`config.mk`:
```
export PLATFORM = sky130hd
export DESIGN_NAME = ir_frame_ctrl
export DESIGN_NICKNAME = d
export VERILOG_FILES = /design/src/rtl/ir_pkg.sv /design/src/rtl/ir_tick_timer.sv /design/src/rtl/ir_frame_ctrl.sv
export SDC_FILE = /design/constraint.sdc
export NUM_CORES = 1
export LEC_CHECK = 0
export CAP_MARGIN = 0
export CORE_ASPECT_RATIO = 0.8
export CORE_MARGIN = 2
export CORE_UTILIZATION = 51
export CTS_CLUSTER_DIAMETER = 60
export DETAILED_ROUTE_END_ITERATION = 6
export GPL_TIMING_DRIVEN = 0
export PLACE_DENSITY = 0.76
export SKIP_LAST_GASP = 1
export SLEW_MARGIN = 20
export SYNTH_ARGS = -nofsm -noshare
export SYNTH_HDL_FRONTEND = slang
export SYNTH_HIERARCHICAL = 1
export SYNTH_SLANG_ARGS = --single-unit
```
`constraint.sdc`:
```
create_clock -name CLOCK_50 -period 2.2 [get_ports CLOCK_50]
set_input_delay 0.44 -clock CLOCK_50 [delete_from_list [all_inputs] [get_ports CLOCK_50]]
set_output_delay 0.44 -clock CLOCK_50 [all_outputs]
set_load 0.01 [all_outputs]
```
`src/rtl/ir_pkg.sv`:
```
// ir_pkg -- shared definitions for the NEC IR frame controller.
//   ir_state_t     : FSM state encoding (also driven out on state_O)
//   ERR_*          : err_code_O values
//   TICK_DIV       : CLOCK_50 cycles per 50 us tick
//   *_MIN / *_MAX  : duration windows in ticks (inclusive)
package ir_pkg;

   typedef enum logic [2:0] {
      ST_IDLE      = 3'd0,
      ST_LEAD_LOW  = 3'd1,
      ST_LEAD_HIGH = 3'd2,
      ST_DATA      = 3'd3,
      ST_CHECK     = 3'd4
   } ir_state_t;

   localparam logic [1:0] ERR_NONE  = 2'b00;
   localparam logic [1:0] ERR_PROTO = 2'b01;
   localparam logic [1:0] ERR_CSUM  = 2'b10;
   localparam logic [1:0] ERR_OVRN  = 2'b11;

   localparam int TICK_DIV = 2500;

   // 9 ms leader low
   localparam logic [7:0] LEAD_LOW_MIN  = 8'd160;
   localparam logic [7:0] LEAD_LOW_MAX  = 8'd200;
   // 4.5 ms leader high (data frame follows)
   localparam logic [7:0] LEAD_HIGH_MIN = 8'd80;
   localparam logic [7:0] LEAD_HIGH_MAX = 8'd100;
   // 2.25 ms leader high (repeat code)
   localparam logic [7:0] REP_HIGH_MIN  = 8'd36;
   localparam logic [7:0] REP_HIGH_MAX  = 8'd54;
   // 12 ms of silence inside a frame
   localparam logic [7:0] DATA_TIMEOUT  = 8'd240;

   function automatic logic in_window(input logic [7:0] v,
                                      input logic [7:0] lo,
                                      input logic [7:0] hi);
      return (v >= lo) && (v <= hi);
   endfunction

   // Only the command byte pair is protected; address bytes may be extended NEC.
   function automatic logic csum_ok(input logic [31:0] f);
      return f[23:16] == ~f[31:24];
   endfunction

endpackage

```
`src/rtl/ir_tick_timer.sv`:
```
// ir_tick_timer -- 50 us tick prescaler and saturating duration counter.
//   CLOCK_50 : system clock
//   rst_n    : async active-low reset
//   clr_I    : restart both prescaler and duration (any IR edge)
//   dur_O    : ticks elapsed since last clear, saturating at 255
module ir_tick_timer #(
   parameter int TICK_DIV = ir_pkg::TICK_DIV
) (
   input  logic       CLOCK_50,
   input  logic       rst_n,
   input  logic       clr_I,
   output logic [7:0] dur_O
);

   localparam logic [11:0] PRESC_LAST = 12'(TICK_DIV - 1);

   logic [11:0] r_presc;
   logic [7:0]  r_dur;
   logic        w_tick;

   assign w_tick = (r_presc == PRESC_LAST);
   assign dur_O  = r_dur;

   always_ff @(posedge CLOCK_50 or negedge rst_n) begin
      if (!rst_n) begin
         r_presc <= '0;
         r_dur   <= '0;
      end else if (clr_I) begin
         r_presc <= '0;
         r_dur   <= '0;
      end else if (w_tick) begin
         r_presc <= '0;
         if (r_dur != 8'hFF) begin
            r_dur <= r_dur + 8'd1;
         end
      end else begin
         r_presc <= r_presc + 12'd1;
      end
   end

endmodule

```
`src/rtl/ir_frame_ctrl.sv`:
```
// ir_frame_ctrl -- NEC IR frame decoder: leader qualification, 32-bit
// LSB-first shifter, command checksum and a valid/ready output register.
//   CLOCK_50, rst_n         : clock, async active-low reset
//   ir_neg_I / ir_pos_I     : IRDA_RXD falling / rising edge pulses
//   bit0_I / bit1_I         : classified bit pulses
//   frame_rdy_I             : consumer ready
//   frame_data_O/frame_vld_O: {cmd_n, cmd, addr_n, addr}, held while valid
//   repeat_O, err_O         : single-cycle event pulses
//   err_code_O              : cause of the most recent error
//   state_O                 : FSM state for debug
//
// state      | meaning
// IDLE       | waiting for burst start
// LEAD_LOW   | timing the 9 ms leader low
// LEAD_HIGH  | timing the leader high (4.5 ms frame / 2.25 ms repeat)
// DATA       | shifting in 32 bits, watching for 12 ms silence
// CHECK      | one cycle: checksum, then load or drop the frame
module ir_frame_ctrl
   import ir_pkg::*;
#(
   parameter int P_TICK_DIV = TICK_DIV
) (
   input  logic        CLOCK_50,
   input  logic        rst_n,
   input  logic        ir_neg_I,
   input  logic        ir_pos_I,
   input  logic        bit0_I,
   input  logic        bit1_I,
   input  logic        frame_rdy_I,
   output logic [31:0] frame_data_O,
   output logic        frame_vld_O,
   output logic        repeat_O,
   output logic        err_O,
   output logic [1:0]  err_code_O,
   output logic [2:0]  state_O
);

   ir_state_t   r_state;
   ir_state_t   w_state_nxt;
   logic [31:0] r_shift;
   logic [5:0]  r_bit_cnt;
   logic        r_last_ok;
   logic [31:0] r_frame_data;
   logic        r_frame_vld;
   logic        r_repeat;
   logic        r_err;
   logic [1:0]  r_err_code;

   logic [7:0]  w_dur;
   logic        w_xfer;
   logic        w_err_set;
   logic [1:0]  w_err_code_nxt;
   logic        w_rep_set;
   logic        w_shift_en;
   logic        w_cnt_clr;
   logic        w_load;
   logic        w_ok_set;
   logic        w_ok_clr;

   ir_tick_timer #(.TICK_DIV(P_TICK_DIV)) u_timer (
      .CLOCK_50 (CLOCK_50),
      .rst_n    (rst_n),
      .clr_I    (ir_neg_I | ir_pos_I),
      .dur_O    (w_dur)
   );

   assign w_xfer = r_frame_vld & frame_rdy_I;

   always_comb begin
      w_state_nxt    = r_state;
      w_err_set      = 1'b0;
      w_err_code_nxt = r_err_code;
      w_rep_set      = 1'b0;
      w_shift_en     = 1'b0;
      w_cnt_clr      = 1'b0;
      w_load         = 1'b0;
      w_ok_set       = 1'b0;
      w_ok_clr       = 1'b0;

      case (r_state)
         ST_IDLE: begin
            if (ir_neg_I) begin
               w_state_nxt = ST_LEAD_LOW;
            end
         end

         ST_LEAD_LOW: begin
            if (ir_pos_I) begin
               if (in_window(w_dur, LEAD_LOW_MIN, LEAD_LOW_MAX)) begin
                  w_state_nxt = ST_LEAD_HIGH;
               end else begin
                  w_state_nxt = ST_IDLE;
               end
            end
         end

         ST_LEAD_HIGH: begin
            if (ir_neg_I) begin
               if (in_window(w_dur, LEAD_HIGH_MIN, LEAD_HIGH_MAX)) begin
                  w_state_nxt = ST_DATA;
                  w_cnt_clr   = 1'b1;
               end else begin
                  w_state_nxt = ST_IDLE;
                  // a repeat only means something if the previous frame was good
                  if (in_window(w_dur, REP_HIGH_MIN, REP_HIGH_MAX)) begin
                     w_rep_set = r_last_ok;
                  end
               end
            end
         end

         ST_DATA: begin
            if (bit0_I && bit1_I) begin
               w_state_nxt    = ST_IDLE;
               w_err_set      = 1'b1;
               w_err_code_nxt = ERR_PROTO;
            end else if (bit0_I || bit1_I) begin
               w_shift_en = 1'b1;
               if (r_bit_cnt == 6'd31) begin
                  w_state_nxt = ST_CHECK;
               end
            end else if (w_dur >= DATA_TIMEOUT) begin
               w_state_nxt    = ST_IDLE;
               w_err_set      = 1'b1;
               w_err_code_nxt = ERR_PROTO;
            end
         end

         ST_CHECK: begin
            w_state_nxt = ST_IDLE;
            if (!csum_ok(r_shift)) begin
               w_err_set      = 1'b1;
               w_err_code_nxt = ERR_CSUM;
               w_ok_clr       = 1'b1;
            end else if (!r_frame_vld || w_xfer) begin
               // a transfer this cycle frees the output register for the new frame
               w_load   = 1'b1;
               w_ok_set = 1'b1;
            end else begin
               w_err_set      = 1'b1;
               w_err_code_nxt = ERR_OVRN;
            end
         end

         default: begin
            w_state_nxt = ST_IDLE;
         end
      endcase
   end

   always_ff @(posedge CLOCK_50 or negedge rst_n) begin
      if (!rst_n) begin
         r_state <= ST_IDLE;
      end else begin
         r_state <= w_state_nxt;
      end
   end

   always_ff @(posedge CLOCK_50 or negedge rst_n) begin
      if (!rst_n) begin
         r_shift   <= '0;
         r_bit_cnt <= '0;
      end else if (w_shift_en) begin
         r_shift   <= {bit1_I, r_shift[31:1]};
         r_bit_cnt <= r_bit_cnt + 6'd1;
      end else if (w_cnt_clr) begin
         r_bit_cnt <= '0;
      end
   end

   always_ff @(posedge CLOCK_50 or negedge rst_n) begin
      if (!rst_n) begin
         r_last_ok    <= 1'b0;
         r_frame_data <= '0;
         r_frame_vld  <= 1'b0;
         r_repeat     <= 1'b0;
         r_err        <= 1'b0;
         r_err_code   <= ERR_NONE;
      end else begin
         r_repeat <= w_rep_set;
         r_err    <= w_err_set;
         if (w_err_set) begin
            r_err_code <= w_err_code_nxt;
         end
         if (w_ok_set) begin
            r_last_ok <= 1'b1;
         end else if (w_ok_clr) begin
            r_last_ok <= 1'b0;
         end
         if (w_load) begin
            r_frame_data <= r_shift;
            r_frame_vld  <= 1'b1;
         end else if (w_xfer) begin
            r_frame_vld  <= 1'b0;
         end
      end
   end

   assign frame_data_O = r_frame_data;
   assign frame_vld_O  = r_frame_vld;
   assign repeat_O     = r_repeat;
   assign err_O        = r_err;
   assign err_code_O   = r_err_code;
   assign state_O      = r_state;

endmodule

```
; ---- After elaboration in Yosys (flattened, before gate mapping)
; Index checks and enable logic that the tools add are counted.
[totals]
ff_bits = 99
rom_bits = 0
ram_bits = 0
inputBits = 7
latch_bits = 0
n_memories = 0
[op_classes]
n_shift = 0
eq_ne = 16
n_div = 0
reduce_logical = 17
multipliers = 0
order_cmp = 7
muxes = 48
add_sub_neg = 3
n_bitwise = 3
[op_table]
columns = op, count
row1 = two-way mux 1 bit, 24
row2 = two-way mux 12 bit, 2
row3 = two-way mux 8 bit, 3
row4 = two-way mux 3 bit, 7
row5 = >= comparator 8 bit (second input constant), 2
row6 = two-way mux 2 bit, 7
row7 = adder 12 x 1 -> 12 bit (second input constant), 1
row8 = == test 12 bit (second input constant), 1
row9 = two-way mux 6 bit, 2
row10 = case mux 3 bit (4 select lines), 1
row11 = nonzero test 2 bit, 6
row12 = AND reduction 5 bit, 2
row13 = inequality test 3 bit (second input constant), 3
row14 = adder 8 x 1 -> 8 bit (second input constant), 1
row15 = == test 8 bit, 1
row16 = >= comparator 8 x 6 -> 1 bit (second input constant), 1
row17 = >= comparator 8 x 7 -> 1 bit (second input constant), 1
row18 = less-or-equal comparator 8 x 6 -> 1 bit (second input constant), 1
row19 = less-or-equal comparator 8 x 7 -> 1 bit (second input constant), 1
row20 = less-or-equal comparator 8 bit (second input constant), 1
row21 = inequality test 4 bit (second input constant), 2
row22 = inequality test 8 bit (second input constant), 1
row23 = inverter 8 bit, 1
row24 = adder 6 x 1 -> 6 bit (second input constant), 1
row25 = 14 further kinds, 21

; ---- Logic depth before layout (Yosys ltp)
[logic_depth]
word_depth = 7
ltp_mapped = 7
mapped_depth_nobuf = 6

; ---- Hierarchy
; The synthesis kept the hierarchy.
[by_module_without_submodules]
columns = module, seq_area_each_um2, instances, area_each_um2, cells_per_inst
row1 = ir_frame_ctrl, 1976.9, 1, 3362.0, 308
row2 = ir_tick_timer, 500.5, 1, 1043.5, 107

; ---- Worst setup path before layout
; OpenSTA, ideal clock, no wires.
[synth_path]
path_type = reg-to-reg
startpoint = reg u_timer.r_presc[0]
endpoint = reg u_timer.r_dur[3] (netlist: u_timer/dur_O[3])
path_stages_with_launch = 6
path_buffers = 0
required_ps = 2122
setup_slack_ps = 100
arrival_time_ps = 2023
period_less_slack_ps = 2100
path_cell_list = dfrtp_1 -> ha_1 -> or4b_4 -> or4_4 -> or3_1 -> a21oi_1
[synth_between]
elab_chain_cells = 3
[synth_lines]
columns = item, line
row1 = start: declaration, ir_tick_timer.sv:17  ; logic [11:0] r_presc;
row2 = start signal: assignment, ir_tick_timer.sv:37  ; r_presc <= r_presc + 12'd1;
row3 = == test 12 bit, ir_tick_timer.sv:21  ; assign w_tick = (r_presc == PRESC_LAST);
row4 = nonzero test 2 bit (no line), n/a
row5 = AND reduction 2 bit (no line), n/a
row6 = end signal: assignment, ir_tick_timer.sv:34  ; r_dur <= r_dur + 8'd1;
row7 = end: declaration, ir_tick_timer.sv:18  ; logic [7:0] r_dur;
; Every way passes these cells.
; A chain may end at the register's enable or synchronous reset.

; ---- Worst setup path after layout
[layout_path]
startpoint = reg u_timer.r_presc[1]
endpoint = reg u_timer.r_dur[3] (netlist: u_timer/dur_O[3])
; Same word-level chain as after synthesis.

==> reports/metrics.csv <==
stage;metric;value;unit
run;cap_violations;0;
worst_setup_path;reg2reg_to;u_timer/dur_O[3]$_DFFE_PN0P_;
timing;hold_viol;0;
timing;worst_pin_slew;0.526;ns
logic_synthesis;synthTopCellsByArea;dfrtp_1, nand2_1, mux2_2;
power;switchingPower;0.000855;W
floorplan;design.core.area;8450;um^2
power;seqPwrFrac;56.0;%
global_route;gr-total-overflow;0;
worst_setup_path;rrSetupSlack;-0.03;ns
power;ir_drop;328;uV
detailed_routing;drt_pass1_iterations;6;
outcome;violations;negative setup slack;
final_layout;fillers;678;
worst_setup_path;crit_type;reg2reg;
logic_synthesis;synth_ff_type;dfrtp_1;
logic_synthesis;synth-seq-cells;99;
worst_setup_path;arrival;2.53;ns
logic_synthesis;yosys.cell_types.count;47;
detailed_routing;drt_iter0_drc;185;
clock_network;numCtsBuffers;9;
power;internal_power;0.00250;W
global_route;grt_start_max_net_pins;74;
timing;setup_viol_count_final;1;
logic_synthesis;syn_area;4410;um^2
worst_setup_path;r2r_start;u_timer/r_presc[1]$_DFF_PN0_;
timing;fin_hold_ws;0.484;ns
timing;post-route-min-period;2.23;ns
logic_synthesis;synth-edff-count;0;
power;comb_power_share;6.9;%
global_route;grt_pass1_wl;15.4;mm
logic_synthesis;yosysTopAreaCellShare;56.2;%
placed_design;place_ws;-0.161;ns
timing;layout_setup_ws;-0.0316;ns
detailed_routing;drc_errors;0;
logic_synthesis;synth_common_cells;nand2_1, dfrtp_1, mux2_2;
timing;finalClockSkew;0.0108;ns
timing;fmax;0.448;GHz
clock_network;cts_sinks;99;
logic_synthesis;async_flop_share;100;%
final_layout;drive_above_1_share;15.1;%
outcome;status;complete, but fails checks;
logic_synthesis;avgSynthCellArea;10.6;um^2
min_path;worstHoldPathType;in2async;
global_route;grt_usage;21.0;%
worst_setup_path;crit_path_end;u_timer/dur_O[3]$_DFFE_PN0P_;
final_layout;n_antenna_cell;0;
clock_network;cts_tree;done;
worst_setup_path;end_kind;register;
floorplan;die_x;108;um
clock_network;clk_latency;0.37;ns
floorplan;initial_core_util;52.2;%
worst_setup_path;slowest_delay;0.56;ns
logic_synthesis;syn_nets;428;
detailed_routing;drtAntennaViolNets;0;
global_route;grt_pass1_vias;3217;
power;power;0.00336;W
final_layout;final_cells;597;
floorplan;num_io_pins;47;
worst_setup_path;cp.buffers_inverters;0;
detailed_routing;via_per_inst;5.48;
worst_setup_path;path_cells;ha_4, or4b_4, or4_4, or3_1, a21oi_2;
placed_design;place_inst;574;
floorplan;rows;30;
clock_network;cts_root_buffer;clkbuf_8;
worst_setup_path;cpMaxStageDelayCell;or4_4;
worst_setup_path;crit_cells;5;
power;powerDensity;629;nW/um^2
final_layout;syn2layout_area_growth;21.3;%
power;power_frac_clock;37.1;%
timing;relSlewSlack;64.7;%
logic_synthesis;synth_cells;415;
floorplan;die_area;9400;um^2
clock_network;clockBufferDepth;2;
logic_synthesis;seq_area_frac_synth;56.2;%
clock_network;htree_levels;3;
power;switching_share;25.4;%
worst_setup_path;cpLargestDelayFamily;simple AND/OR/NAND/NOR gates;
global_route;antenna_found_initial;0;
logic_synthesis;yosysWarnings;6;
detailed_routing;vias;3270;
worst_setup_path;worst-path-max-fanout;4;
detailed_routing;wl_per_cell;15.3;um
worst_setup_path;reg2reg_depth;5;
timing;setup_tns;-0.0316;ns
logic_synthesis;yosysTopAreaCell;dfrtp_1;
timing;post-route-period-util;101;%
placed_design;gp_congestion;0.885;
power;p_leak;2.61;nW
worst_setup_path;timing.critical_path.from;u_timer/r_presc[1]$_DFF_PN0_;
timing;rsz0062_at_grt;true;
floorplan;fp.dieH;87.1;um
worst_setup_path;worst_setup_path_start_kind;register;
final_layout;final_nets;493;
timing;drv_slew;0;
placed_design;place_hpwl;6.30;mm
placed_design;portBuffers;46;
detailed_routing;wirelength;9.14;mm
clock_network;clkSlewWorstSetupHoldPaths;0.10;ns
logic_synthesis;yosysMostFrequentCell;nand2_1;
worst_setup_path;cp.required;2.50;ns
worst register-to-register path, delay by kind of cell, from the launching register on:
kind | cells | cell delay, ns
fa+ha+maj | 1 | 0.17
flops | 1 | 0.42
simple gates | 3 | 1.44
compound gates | 1 | 0.14
what timing repair did:
| item | CTS | global route |
|---|---|---|
| endpoints found under the setup margin | 42 | 29 |
| endpoints found under the hold margin | 26 | 0 |
| pin swaps | 1 | 0 |
| hold buffers | 1 | 0 |
| gates resized for setup | 0 | 8 |
| buffers inserted | 4 | 3 |
metal layers:
layer / global-route usage (%) / vias to the layer above / share of wire [%]
met1: 29.6 / 1612 / 46
li1: - / 1555 / -
met5: 0 / - / 0
met2: 32.9 / 94 / 48
met4: 6.53 / 0 / 1.0
met3: 4.56 / 9 / 4.4
through the flow:
step           util (%)  cell area [um^2]
2_1_floorplan         -              4410
3_5_place_dp       59.6              5030
4_1_cts            62.6              5290
5_1_grt            63.3              5340
6_report           63.3              5340
3_3_place_gp       59.3              5010
layout make-up:
| type | count | area [um^2] | area share [%] |
|---|---|---|---|
| buffer | 17 | 90.1 | 1.69 |
| clock buffer | 9 | 124 | 2.32 |
| clock inverter | 7 | 93.8 | 1.76 |
| inverter | 7 | 26.3 | 0.492 |
| multi-input combinational | 291 | 1840 | 34.4 |
| sequential | 99 | 2480 | 46.4 |
| tap | 112 | 140 | 2.62 |
| timing repair buffer | 55 | 552 | 10.3 |
cells by family (layout without fill, tap and decap cells):
group	count (synthesis)	in the layout	synth area share, %
multiplexers	35	35	8.89
AND/OR/NAND/NOR	192	192	20.8
AO/OA/AOI/OAI	38	38	5.71
XOR/XNOR	20	20	3.98
adder cells (fa/ha/maj)	6	6	1.70
flip-flops	99	99	56.2
buffers and inverters	25	95	2.70
placed cells by master (no fill, tap or decap), types with 3 or more instances in the layout:
cell,instances
a31oi_1,3
inv_1,7
nor3_1,9
ha_1,5
nand2b_1,3
buf_4,7
a21oi_1,10
and4_1,5
mux2_1,5
o21ai_0,7
buf_6,4
clkbuf_1,11
a41o_1,3
xor2_1,18
nand3_1,12
nand2_1,107
mux2_2,28
nor2_1,22
clkdlybuf4s50_1,45
dfrtp_1,99
nand4_1,4
clkbuf_8,9
nor2b_1,5
and3_1,4
state kept, by name, indices dropped and copies added (netlist names):
register / cells
u_timer/r_presc: 12
r_bit_cnt: 6
err_code_O: 2
err_O: 1
frame_vld_O: 1
r_last_ok: 1
repeat_O: 1
u_timer/dur_O: 8
state_O: 3
frame_data_O: 32
r_shift: 32
worst min-delay path by stage:
stage,end,depth (start not counted)
4_1_cts,u_timer/r_presc[2]$_DFF_PN0_,2
3_5_place_dp,u_timer/r_presc[2]$_DFF_PN0_,1
3_3_place_gp,r_bit_cnt[5]$_DFFE_PN0P_,1
2_1_floorplan,err_O$_DFF_PN0_,0
5_1_grt,u_timer/r_presc[2]$_DFF_PN0_,2
6_report,u_timer/r_presc[2]$_DFF_PN0_,2
power groups by stage:
stage / clock network [W] / registers (W) / logic (W)
floorplan: 0 / 0.00191 / 0.000108
CTS: 0.00126 / 0.00188 / 0.000231
detailed placement: 0 / 0.00192 / 0.000227
global placement: 0 / 0.00192 / 0.000213
global route: 0.00135 / 0.00188 / 0.000258
finish: 0.00125 / 0.00188 / 0.000232
Note: power is estimated with default switching activity, not from simulation.
